==> src/rtl/note_pkg.sv <==
// Shared constants and the per-slot state record for the note lane renderer.
package note_pkg;
    localparam int          SPRITE_W  = 64;
    localparam int          SPRITE_AW = 13;
    localparam int          SCREEN_H  = 480;
    localparam logic [23:0] KEY_COLOR = 24'hFF00FF;

    typedef struct packed {
        logic       active;
        logic [9:0] y_top;
    } slot_t;
endpackage

==> src/rtl/note_slot.sv <==
// One falling-note slot: position register, per-frame move/retire, spawn/clear,
// and the sprite-window hit test for the current pixel.
module note_slot
    import note_pkg::*;
#(
    parameter logic [9:0] LANE_X = 10'd400,
    parameter int         SPEED  = 2
) (
    input  logic       Clk,
    input  logic       Reset_n,
    input  logic       frame_tick,
    input  logic       load,
    input  logic       clear,
    input  logic [9:0] DrawX,
    input  logic [9:0] DrawY,
    output logic       active,
    output logic [9:0] y_top,
    output logic       in_range,
    output logic [5:0] row,
    output logic [5:0] col
);
    logic [10:0] moved;
    logic [10:0] dx;
    logic [10:0] dy;

    // Eleven bits so the sum cannot wrap before the bottom-of-screen compare.
    assign moved = {1'b0, y_top} + 11'(SPEED);

    always_ff @(posedge Clk or negedge Reset_n) begin
        if (!Reset_n) begin
            active <= 1'b0;
            y_top  <= '0;
        end else if (clear) begin
            active <= 1'b0;
        end else if (load) begin
            active <= 1'b1;
            y_top  <= '0;
        end else if (frame_tick && active) begin
            y_top <= moved[9:0];
            if (moved >= 11'(SCREEN_H)) begin
                active <= 1'b0;
            end
        end
    end

    // Bit 10 is the borrow: a pixel left of / above the sprite is rejected.
    assign dx = {1'b0, DrawX} - {1'b0, LANE_X};
    assign dy = {1'b0, DrawY} - {1'b0, y_top};

    assign in_range = active && !dx[10] && !dy[10]
                      && (dx[9:0] < 10'(SPRITE_W)) && (dy[9:0] < 10'(SPRITE_W));
    assign row = dy[5:0];
    assign col = dx[5:0];
endmodule

==> src/rtl/note_lane_renderer.sv <==
// Lane renderer: owns NOTES note slots, arbitrates spawn/hit/draw among them,
// and turns the sprite ROM's registered colour into a keyed pixel two cycles on.
module note_lane_renderer
    import note_pkg::*;
#(
    parameter int         NOTES  = 4,
    parameter logic [9:0] LANE_X = 10'd400,
    parameter int         SPEED  = 2,
    parameter logic [9:0] HIT_Y  = 10'd400
) (
    input  logic             Clk,
    input  logic             Reset_n,
    input  logic             frame_tick,
    input  logic             spawn,
    input  logic             hit,
    input  logic [9:0]       DrawX,
    input  logic [9:0]       DrawY,
    input  logic [23:0]      rom_data,
    output logic [12:0]      read_address,
    output logic             pixel_on,
    output logic [23:0]      pixel_color,
    output logic             spawn_drop,
    output logic             hit_ok,
    output logic             hit_miss,
    output logic [NOTES-1:0] active_mask
);
    slot_t            slots [NOTES];
    logic [NOTES-1:0] slot_active;
    logic [9:0]       slot_y [NOTES];
    logic [NOTES-1:0] in_range;
    logic [5:0]       rows [NOTES];
    logic [5:0]       cols [NOTES];
    logic [NOTES-1:0] load_vec;
    logic [NOTES-1:0] hit_vec;
    logic [NOTES-1:0] clear_vec;
    logic             free_found;
    logic             hit_found;
    logic [9:0]       best_y;
    logic             sel_found;
    logic [5:0]       sel_row;
    logic [5:0]       sel_col;
    logic             in_range_d;
    logic             opaque;

    function automatic logic in_window(input logic [9:0] y);
        return (y >= HIT_Y) && ({1'b0, y} <= ({1'b0, HIT_Y} + 11'd31));
    endfunction

    for (genvar i = 0; i < NOTES; i++) begin : g_slot
        note_slot #(.LANE_X(LANE_X), .SPEED(SPEED)) u_slot (
            .Clk        (Clk),
            .Reset_n    (Reset_n),
            .frame_tick (frame_tick),
            .load       (load_vec[i]),
            .clear      (clear_vec[i]),
            .DrawX      (DrawX),
            .DrawY      (DrawY),
            .active     (slot_active[i]),
            .y_top      (slot_y[i]),
            .in_range   (in_range[i]),
            .row        (rows[i]),
            .col        (cols[i])
        );
        assign slots[i] = '{active: slot_active[i], y_top: slot_y[i]};
    end

    assign active_mask = slot_active;

    // Free-slot search uses pre-hit occupancy, so a slot freed this cycle stays empty.
    always_comb begin
        load_vec   = '0;
        free_found = 1'b0;
        for (int i = 0; i < NOTES; i++) begin
            if (!free_found && !slots[i].active) begin
                load_vec[i] = spawn;
                free_found  = 1'b1;
            end
        end
    end

    // Deepest note in the window wins; strict '>' keeps ties on the lowest index.
    always_comb begin
        hit_vec   = '0;
        hit_found = 1'b0;
        best_y    = '0;
        for (int i = 0; i < NOTES; i++) begin
            if (slots[i].active && in_window(slots[i].y_top)
                && (!hit_found || slots[i].y_top > best_y)) begin
                hit_vec    = '0;
                hit_vec[i] = 1'b1;
                best_y     = slots[i].y_top;
                hit_found  = 1'b1;
            end
        end
    end

    assign clear_vec = hit ? hit_vec : '0;

    always_comb begin
        sel_found = 1'b0;
        sel_row   = '0;
        sel_col   = '0;
        for (int i = 0; i < NOTES; i++) begin
            if (!sel_found && in_range[i]) begin
                sel_found = 1'b1;
                sel_row   = rows[i];
                sel_col   = cols[i];
            end
        end
    end

    assign read_address = sel_found ? {1'b0, sel_row, sel_col} : '0;
    assign opaque       = in_range_d && (rom_data != KEY_COLOR);

    always_ff @(posedge Clk or negedge Reset_n) begin
        if (!Reset_n) begin
            in_range_d  <= 1'b0;
            pixel_on    <= 1'b0;
            pixel_color <= '0;
            spawn_drop  <= 1'b0;
            hit_ok      <= 1'b0;
            hit_miss    <= 1'b0;
        end else begin
            in_range_d  <= sel_found;
            pixel_on    <= opaque;
            pixel_color <= opaque ? rom_data : '0;
            spawn_drop  <= spawn && !free_found;
            hit_ok      <= hit && hit_found;
            hit_miss    <= hit && !hit_found;
        end
    end
endmodule
==> config.mk <==
export PLATFORM = sky130hd
export DESIGN_NAME = note_lane_renderer
export DESIGN_NICKNAME = d
export VERILOG_FILES = /design/src/rtl/note_pkg.sv /design/src/rtl/note_slot.sv /design/src/rtl/note_lane_renderer.sv
export SDC_FILE = /design/constraint.sdc
export NUM_CORES = 1
export LEC_CHECK = 0
export CORE_MARGIN = 5
export CORE_UTILIZATION = 40
export DETAILED_ROUTE_END_ITERATION = 12
export GPL_TIMING_DRIVEN = 0
export PLACE_DENSITY = 0.7
export SYNTH_ARGS = -nofsm -noshare
export SYNTH_HDL_FRONTEND = slang
export SYNTH_SLANG_ARGS = --single-unit
export TNS_END_PERCENT = 50
==> constraint.sdc <==
create_clock -name Clk -period 10.57 [get_ports Clk]
set_input_delay 3.171 -clock Clk [delete_from_list [all_inputs] [get_ports Clk]]
set_output_delay 3.171 -clock Clk [all_outputs]
set_load 0.01 [all_outputs]
==> impl_metrics.prom, run 1 <==
# TYPE chip_impl_metric gauge
chip_impl_info{name="worstHoldStart",value="g_slot[1].u_slot.y_top[1]$_DFFE_PN0P_"} 1
chip_impl_metric{name="final_cell_area",unit="sq mm"} 0.008061
chip_impl_metric{name="first_global_vias",unit=""} 5549
chip_impl_metric{name="worst_hold_path.num_cells",unit=""} 1
chip_impl_metric{name="synth.distinct_cells",unit=""} 88
chip_impl_metric{name="synth_enable_flop_cells",unit=""} 0
chip_impl_metric{name="vias_per_cell",unit=""} 5.469
chip_impl_metric{name="global_route_wire_length_before_repair",unit="mm"} 27.87
chip_impl_metric{name="sequential_cell_area",unit="sq mm"} 0.001727
chip_impl_metric{name="htreeDepth",unit=""} 3
chip_impl_info{name="setup_repair_after_global_routing_missed_its_margin",value="false"} 1
chip_impl_metric{name="gp_routability_congestion",unit=""} 0.8899
chip_impl_info{name="dominantRegCellSynth",value="sky130_fd_sc_hd__dfrtp_1"} 1
chip_impl_metric{name="asyncSetResetFlopFracSynth",unit="%"} 100.0
chip_impl_metric{name="clock_sink_count",unit=""} 69
chip_impl_metric{name="io-pin-count",unit=""} 94
chip_impl_metric{name="leakage",unit="nW"} 3.513
chip_impl_metric{name="cts_buffers",unit=""} 9
chip_impl_info{name="crit_top_cell",value="sky130_fd_sc_hd__clkdlybuf4s50_1"} 1
chip_impl_metric{name="globalRoute.totalOverflow",unit=""} 0
chip_impl_metric{name="fmax",unit="MHz"} 98.31
chip_impl_metric{name="power_per_cell_area",unit="mW/mm^2"} 162.3
chip_impl_metric{name="cts.path.max_buffers",unit=""} 2
chip_impl_metric{name="finalHoldViolCount",unit=""} 0
chip_impl_metric{name="cp_slowest_stage_delay",unit="ns"} 0.69
chip_impl_info{name="synth_commonest_cells",value="sky130_fd_sc_hd__dfrtp_1 (69), sky130_fd_sc_hd__ha_1 (68), sky130_fd_sc_hd__inv_1 (60)"} 1
chip_impl_metric{name="r2r_cells",unit=""} 27
chip_impl_metric{name="cp.arrival",unit="ns"} 7.00
chip_impl_info{name="slowest_stage",value="sky130_fd_sc_hd__clkdlybuf4s50_1"} 1
chip_impl_metric{name="grt_antenna_before_repair",unit=""} 0
chip_impl_metric{name="totalWireLength",unit="mm"} 17.32
chip_impl_info{name="critical_path.reg2reg.endpoint",value="g_slot[0].u_slot.y_top[4]$_DFFE_PN0P_"} 1
chip_impl_info{name="critical_path.endpoint_type",value="output port"} 1
chip_impl_metric{name="yosysTopAreaCellShare",unit="%"} 26.56
chip_impl_metric{name="clk_pin_slew",unit="ns"} 0.06
chip_impl_metric{name="num_rows",unit=""} 46
chip_impl_metric{name="areaGrowthSynthToFinish",unit="%"} 24.02
chip_impl_metric{name="worstPathRequired",unit="ns"} 7.40
chip_impl_metric{name="finalCriticalPeriod",unit="ns"} 10.17
chip_impl_metric{name="mappedNetlistArea",unit="sq mm"} 0.006500
chip_impl_metric{name="clk_latency",unit="ns"} 0.34
chip_impl_metric{name="post_cts_setup_driven_buffer_insertion_count",unit=""} 0
chip_impl_metric{name="n_antenna_cell",unit=""} 0
chip_impl_info{name="timing_worst_setup_path_type",value="primary input to output port"} 1
chip_impl_info{name="yosys-top-cells-area",value="sky130_fd_sc_hd__dfrtp_1 (27%), sky130_fd_sc_hd__ha_1 (13%), sky130_fd_sc_hd__inv_1 (3.5%)"} 1
chip_impl_metric{name="syn-instance-count",unit=""} 746
chip_impl_metric{name="maxCapViolations",unit=""} 0
chip_impl_metric{name="drt_iter0_markers",unit=""} 370
chip_impl_metric{name="largest_net_degree_at_the_start_of_global_routing",unit=""} 68
chip_impl_metric{name="setup_tns",unit="ns"} 0
chip_impl_info{name="beginning_of_the_worst_register_to_register_path",value="g_slot[0].u_slot.y_top[6]$_DFFE_PN0P_"} 1
chip_impl_info{name="hold_end",value="g_slot[1].u_slot.y_top[1]$_DFFE_PN0P_"} 1
chip_impl_metric{name="period_share",unit="%"} 96.23
chip_impl_metric{name="n_fill_cell",unit=""} 1526
chip_impl_metric{name="place_area",unit="sq mm"} 0.007750
chip_impl_metric{name="drive_above_1_share",unit="%"} 8.102
chip_impl_info{name="startpoint_type",value="primary input"} 1
chip_impl_metric{name="multiInputGateArea",unit="sq mm"} 0.004409
chip_impl_info{name="outcome",value="complete, no violations"} 1
chip_impl_metric{name="timing.max_slew.rel_slack",unit="%"} 53.83
chip_impl_metric{name="place.detailed.hpwl",unit="mm"} 13.75
chip_impl_metric{name="ctsHoldBuffers",unit=""} 0
chip_impl_metric{name="setup_viol_count_final",unit=""} 0
chip_impl_metric{name="first_pass_iters",unit=""} 5
chip_impl_metric{name="core_area",unit="sq mm"} 0.01589
chip_impl_info{name="worstPathCellList",value="clkdlybuf4s50_1, fa_1, a21o_1, a221oi_1, nor2b_1, o41ai_2, nor3_2, nor2_1, a31oi_1, clkdlybuf4s50_1"} 1
chip_impl_metric{name="ys_seq_elements",unit=""} 69
chip_impl_metric{name="nNetsFinal",unit=""} 980
chip_impl_metric{name="detail_route.drc_violations",unit=""} 0
chip_impl_metric{name="skew",unit="ns"} 0.009093
chip_impl_metric{name="die_x",unit="um"} 137.5
chip_impl_metric{name="die_outline_area",unit="sq mm"} 0.01890
chip_impl_metric{name="die_height",unit="um"} 137.5
chip_impl_metric{name="grtUsageTotal",unit="%"} 18.45
chip_impl_metric{name="place.port_buffers",unit=""} 92
chip_impl_info{name="yosysMostFrequentCell",value="sky130_fd_sc_hd__dfrtp_1"} 1
chip_impl_metric{name="synth.yosys.seq_area_share",unit="%"} 26.56
chip_impl_metric{name="ff2ff_setup_slack",unit="ns"} 2.99
chip_impl_metric{name="overall_via_count_from_detail_route",unit=""} 5906
chip_impl_metric{name="cts_resized",unit=""} 0
chip_impl_info{name="tritoncts_clock_tree",value="yes"} 1
chip_impl_metric{name="ir_drop",unit="mV"} 0.08546
chip_impl_metric{name="synth_warnings",unit=""} 0
chip_impl_metric{name="start_util",unit="%"} 40.92
chip_impl_metric{name="critical_path_peak_fanout",unit=""} 8
chip_impl_metric{name="final_antenna_net_count",unit=""} 0
chip_impl_metric{name="wire_per_inst",unit="um"} 16.04
chip_impl_info{name="clock-root-buffer",value="sky130_fd_sc_hd__clkbuf_16"} 1
chip_impl_info{name="timing.hold.worst.class",value="flip-flop to flip-flop"} 1
chip_impl_info{name="synth_top_cell_by_area",value="sky130_fd_sc_hd__dfrtp_1"} 1
chip_impl_metric{name="syn-mean-instance-area",unit="sq um"} 8.713
chip_impl_metric{name="finalMaxSlewViolations",unit=""} 0
chip_impl_metric{name="tightestPinTransition",unit="ns"} 0.6752
## kinds of logic (layout without fill, tap and decap cells)
logic type	after synthesis	after routing	share of synthesized area, %
adders and majority gates	72	72	14.32
AOI/OAI and AO/OA	204	204	22.96
other	2	11	0.1155
and+or+nand+nor	251	251	21.64
buffers and inverters	92	201	6.121
xor gates and xnor gates	27	27	3.638
DFF	69	69	26.56
muxes	29	29	4.639
## worst max path at each step
stage,startpoint,end,slack [ns]
finish,DrawY[1],read_address[1],0.40
global route,DrawY[1],read_address[4],0.11
CTS,DrawY[1],read_address[2],0.39
detailed placement,DrawY[1],read_address[5],0.40
global placement,DrawY[1],read_address[5],0.41
floorplan,DrawY[1],read_address[8],2.05
## registers in the layout, summed over array words and instances, names as in the netlist
register,flops
g_slot.u_slot.y_top,36
spawn_drop,1
g_slot.u_slot.active,4
hit_ok,1
hit_miss,1
in_range_d,1
pixel_on,1
pixel_color,24
## cell usage in the layout (no fill, tap or decap), drive strengths merged, types with 22 or more instances in the layout
cell / synthesis / layout
clkdlybuf4s50: 0 / 91
inv: 60 / 60
a21oi: 34 / 34
nor2: 41 / 41
and2: 33 / 33
nand2: 44 / 44
o21ai: 41 / 41
clkbuf: 16 / 27
ha: 68 / 68
dfrtp: 69 / 69
nand3: 22 / 22
## power by group
part           internal, W  switching [W]  total, W  leakage (nW)
Clock             0.000195       0.000118  0.000313         0.148
Combinational     0.000285       0.000353  0.000638          2.46
Sequential        0.000306      0.0000510  0.000357         0.908
## per-layer routing
metal,part of all wire [%],vias to the layer above,global-route usage (%)
met5,0,-,0
met4,1.2,0,4.712
met3,3.9,13,2.557
met2,49,118,30.45
met1,46,2783,25.43
li1,-,2992,-
## worst max-delay path, delay by kind of cell
kind	cells	cell delay [ns]
AND/OR/NAND/NOR	3	0.76
AO/OA/AOI/OAI	4	1.29
adder cells (fa/ha/maj)	1	0.58
buffers and inverters	2	1.20
## area by class of cell
class / instances / share of cell area, %
sequential: 69 / 21.42
tap: 216 / 3.352
timing repair buffer: 93 / 11.73
multi-input combinational: 594 / 54.70
clock inverter: 5 / 0.7295
clock buffer: 11 / 3.135
buffer: 32 / 2.142
inverter: 60 / 2.794
## metrics by stage
| step | worst slack, ns | hold slack [ns] | power (W) | util, % | std cells |
|---|---|---|---|---|---|
| after global routing | 0.1095 | 0.5896 | 0.001416 | 50.75 | 1080 |
| after floorplan | 2.051 | 0.4861 | 0.0008314 | - | 755 |
| after global placement | 0.4073 | 0.5460 | 0.0009834 | 48.63 | 1063 |
| after detailed placement | 0.3973 | 0.5548 | 0.0009940 | 48.79 | 1064 |
| after CTS | 0.3930 | 0.5690 | 0.001317 | 50.75 | 1080 |
| final | 0.3981 | 0.5736 | 0.001308 | 50.75 | 1080 |
Power figures use the tool's default switching activity.
==> run 2, diff against run 1 <==
--- a/config.mk
+++ b/config.mk
@@ -5,6 +5,7 @@
 export SDC_FILE = /design/constraint.sdc
 export NUM_CORES = 1
 export LEC_CHECK = 0
+export CAP_MARGIN = 25
 export CORE_MARGIN = 5
 export CORE_UTILIZATION = 40
 export DETAILED_ROUTE_END_ITERATION = 12
==> results of run 2 <==
No change in the layout: final DEF, timing and power equal those of run 1.
==> run 3, diff against run 2 <==
--- a/config.mk
+++ b/config.mk
@@ -6,9 +6,11 @@
 export NUM_CORES = 1
 export LEC_CHECK = 0
 export CAP_MARGIN = 25
+export CORE_ASPECT_RATIO = 0.75
 export CORE_MARGIN = 5
 export CORE_UTILIZATION = 40
 export DETAILED_ROUTE_END_ITERATION = 12
+export GPL_ROUTABILITY_DRIVEN = 0
 export GPL_TIMING_DRIVEN = 0
 export PLACE_DENSITY = 0.7
 export SYNTH_ARGS = -nofsm -noshare
==> run 3 against run 2 <==
Effect of this change:
- via count grew 0.75%
- register-to-register slack lost 0.06 ns
- wire length grew 0.36%
- worst setup slack gained 0.014 ns
- hold slack lost 0.018 ns
- critical path depth is the same
- highest routed layer unchanged
- first-iteration DRC count grew 16%
- critical path type unchanged
- largest cell class unchanged
- flip-flop and latch count is the same
==> impl_metrics.prom, run 3 (synthesized netlist as in run 1, its figures left out) <==
# TYPE chip_impl_metric gauge
chip_impl_metric{name="final_cell_area",unit="sq mm"} 0.008030
chip_impl_metric{name="vias_per_cell",unit=""} 5.556
chip_impl_metric{name="maxCapViolations",unit=""} 0
chip_impl_info{name="startpoint_type",value="primary input"} 1
chip_impl_info{name="slowest_stage",value="sky130_fd_sc_hd__clkdlybuf4s50_1"} 1
chip_impl_metric{name="skew",unit="ns"} 0.01370
chip_impl_info{name="tritoncts_clock_tree",value="yes"} 1
chip_impl_metric{name="final_antenna_net_count",unit=""} 0
chip_impl_info{name="leading_cell_types_in_the_layout_fill_and_taps_excluded",value="sky130_fd_sc_hd__clkdlybuf4s50_1 (91), sky130_fd_sc_hd__dfrtp_1 (69), sky130_fd_sc_hd__ha_1 (68)"} 1
chip_impl_metric{name="finish.utilization",unit="%"} 50.30
chip_impl_metric{name="timing.max_slew.rel_slack",unit="%"} 50.29
chip_impl_metric{name="place.detailed.hpwl",unit="mm"} 13.91
chip_impl_metric{name="num_rows",unit=""} 40
chip_impl_metric{name="critical_path.n_buffers_inverters",unit=""} 2
chip_impl_info{name="outcome",value="complete, no violations"} 1
chip_impl_metric{name="first_global_vias",unit=""} 5654
chip_impl_metric{name="first_pass_iters",unit=""} 5
chip_impl_metric{name="detail_route.drc_violations",unit=""} 0
chip_impl_metric{name="cts_buffers",unit=""} 9
chip_impl_metric{name="cts.path.max_buffers",unit=""} 2
chip_impl_info{name="top_regs",value="g_slot.u_slot.y_top (36), pixel_color (24), g_slot.u_slot.active (4)"} 1
chip_impl_metric{name="largest_reg_flops",unit=""} 36
chip_impl_info{name="clock-root-buffer",value="sky130_fd_sc_hd__clkbuf_16"} 1
chip_impl_metric{name="period_share",unit="%"} 96.10
chip_impl_info{name="timing.hold.worst.class",value="flip-flop to flip-flop"} 1
chip_impl_metric{name="place_area",unit="sq mm"} 0.007742
chip_impl_metric{name="die_x",unit="um"} 157.2
chip_impl_metric{name="n_fill_cell",unit=""} 1495
chip_impl_metric{name="cts_resized",unit=""} 0
chip_impl_metric{name="post_cts_setup_driven_buffer_insertion_count",unit=""} 0
chip_impl_info{name="layout_commonest_cell",value="sky130_fd_sc_hd__clkdlybuf4s50_1"} 1
chip_impl_metric{name="worstPathRequired",unit="ns"} 7.40
chip_impl_metric{name="largest_net_degree_at_the_start_of_global_routing",unit=""} 46
chip_impl_metric{name="grt_antenna_before_repair",unit=""} 0
chip_impl_metric{name="wire_per_inst",unit="um"} 16.23
chip_impl_metric{name="ir_drop",unit="mV"} 0.09378
chip_impl_metric{name="setup_viol_count_final",unit=""} 0
chip_impl_metric{name="htreeDepth",unit=""} 3
chip_impl_metric{name="sequential_cell_area",unit="sq mm"} 0.001727
chip_impl_metric{name="global_route_wire_length_before_repair",unit="mm"} 28.41
chip_impl_metric{name="finalCriticalPeriod",unit="ns"} 10.16
chip_impl_metric{name="die_outline_area",unit="sq mm"} 0.01893
chip_impl_metric{name="fmax",unit="MHz"} 98.45
chip_impl_info{name="largest_register",value="g_slot.u_slot.y_top"} 1
chip_impl_info{name="worstPathCellList",value="clkdlybuf4s50_1, fa_1, a21o_1, a221oi_1, nor2b_1, o41ai_2, nor3_2, nor2_1, a31oi_1, clkdlybuf4s50_1"} 1
chip_impl_metric{name="die_height",unit="um"} 120.4
chip_impl_metric{name="grtUsageTotal",unit="%"} 18.45
chip_impl_metric{name="overall_via_count_from_detail_route",unit=""} 5950
chip_impl_metric{name="power_per_cell_area",unit="mW/mm^2"} 161.6
chip_impl_metric{name="io-pin-count",unit=""} 94
chip_impl_metric{name="hold_ws",unit="ns"} 0.5560
chip_impl_info{name="timing_worst_setup_path_type",value="primary input to output port"} 1
chip_impl_metric{name="totalWireLength",unit="mm"} 17.38
chip_impl_info{name="critical_path.endpoint_type",value="output port"} 1
chip_impl_metric{name="globalRoute.totalOverflow",unit=""} 0
chip_impl_metric{name="n_antenna_cell",unit=""} 0
chip_impl_metric{name="place.port_buffers",unit=""} 92
chip_impl_info{name="cpLargestDelayFamily",value="compound AO/OA/AOI/OAI gates"} 1
chip_impl_metric{name="leakage",unit="nW"} 3.509
chip_impl_metric{name="ctsHoldBuffers",unit=""} 0
chip_impl_metric{name="start_util",unit="%"} 40.71
chip_impl_metric{name="cp_slowest_stage_delay",unit="ns"} 0.69
chip_impl_metric{name="nNetsFinal",unit=""} 980
chip_impl_metric{name="drive_above_1_share",unit="%"} 7.782
chip_impl_metric{name="finalMaxSlewViolations",unit=""} 0
chip_impl_info{name="setup_repair_after_global_routing_missed_its_margin",value="false"} 1
chip_impl_metric{name="clock_sink_count",unit=""} 69
chip_impl_info{name="crit_top_cell",value="sky130_fd_sc_hd__clkdlybuf4s50_1"} 1
chip_impl_metric{name="clk_pin_slew",unit="ns"} 0.05
chip_impl_metric{name="clk_latency",unit="ns"} 0.33
chip_impl_metric{name="setup_tns",unit="ns"} 0
chip_impl_metric{name="tightestPinTransition",unit="ns"} 0.7269
chip_impl_metric{name="multiInputGateArea",unit="sq mm"} 0.004409
chip_impl_metric{name="drt_iter0_markers",unit=""} 429
chip_impl_metric{name="areaGrowthSynthToFinish",unit="%"} 23.54
chip_impl_metric{name="critical_path_peak_fanout",unit=""} 8
chip_impl_metric{name="core_area",unit="sq mm"} 0.01597
chip_impl_metric{name="finalHoldViolCount",unit=""} 0
chip_impl_metric{name="cp.arrival",unit="ns"} 6.99
==> run 3: changes by cell type in the layout (fill, tap and decap cells not counted) <==
cell / delta
sky130_fd_sc_hd__clkinv_4: -1
sky130_fd_sc_hd__clkinvlp_4: -2
==> run 3: stage by stage <==
step                      power (W)  instances  worst slack [ns]
final                      0.001297       1071            0.4124
after floorplan           0.0008314        755             2.051
after detailed placement  0.0009960       1058            0.3715
after global routing       0.001406       1071            0.1062
after global placement    0.0009852       1057            0.3929
after CTS                  0.001304       1071            0.3730
==> run 3: worst paths after layout <==
check / start / to / slack, ns / cells past startpoint
worst max-delay path: DrawY[1] / read_address[6] / 0.41 / 10
worst min-delay path: in_range_d$_DFF_PN0_ / pixel_color[11]$_DFF_PN0_ / 0.56 / 1
worst max register to register: g_slot[0].u_slot.y_top[6]$_DFFE_PN0P_ / g_slot[0].u_slot.y_top[4]$_DFFE_PN0P_ / 2.93 / 27
worst min register to register: in_range_d$_DFF_PN0_ / pixel_color[11]$_DFF_PN0_ / 0.56 / 1
max in group asynchronous: Reset_n / in_range_d$_DFF_PN0_ / 7.25 / 2
min in group asynchronous: Reset_n / g_slot[0].u_slot.y_top[6]$_DFFE_PN0P_ / 2.76 / 1
==> run 3: layer usage <==
metal / GRT usage, % / vias to the layer above / share of wire [%]
li1: - / 2982 / -
met3: 3.292 / 13 / 5.1
met1: 27.69 / 2829 / 50
met5: 0 / - / 0
met4: 3.815 / 0 / 0.89
met2: 27.69 / 126 / 44
==> run 3: cell type report <==
| type | count | area share, % |
|---|---|---|
| Tap cell | 210 | 3.272 |
| Sequential cell | 69 | 21.50 |
| Timing Repair Buffer | 93 | 11.78 |
| Buffer | 32 | 2.150 |
| Clock inverter | 2 | 0.4363 |
| Clock buffer | 11 | 3.147 |
| Inverter | 60 | 2.805 |
| Multi-Input combinational cell | 594 | 54.91 |
==> run 3: worst reg2reg max path: cells and delay by family, from the launching register on <==
family / cells / cell delay [ns]
adders and majority gates: 3 / 0.87
and+or+nand+nor: 2 / 0.61
muxes: 3 / 0.99
AOI/OAI and AO/OA: 15 / 3.94
DFF: 1 / 0.42
buffers and inverters: 4 / 0.72
==> run 3: power breakdown <==
group | total [W] | switching, W | internal, W
registers | 0.000357 | 0.0000513 | 0.000306
logic | 0.000642 | 0.000356 | 0.000286
clock network | 0.000298 | 0.000107 | 0.000191
total | 0.00130 | 0.000514 | 0.000783
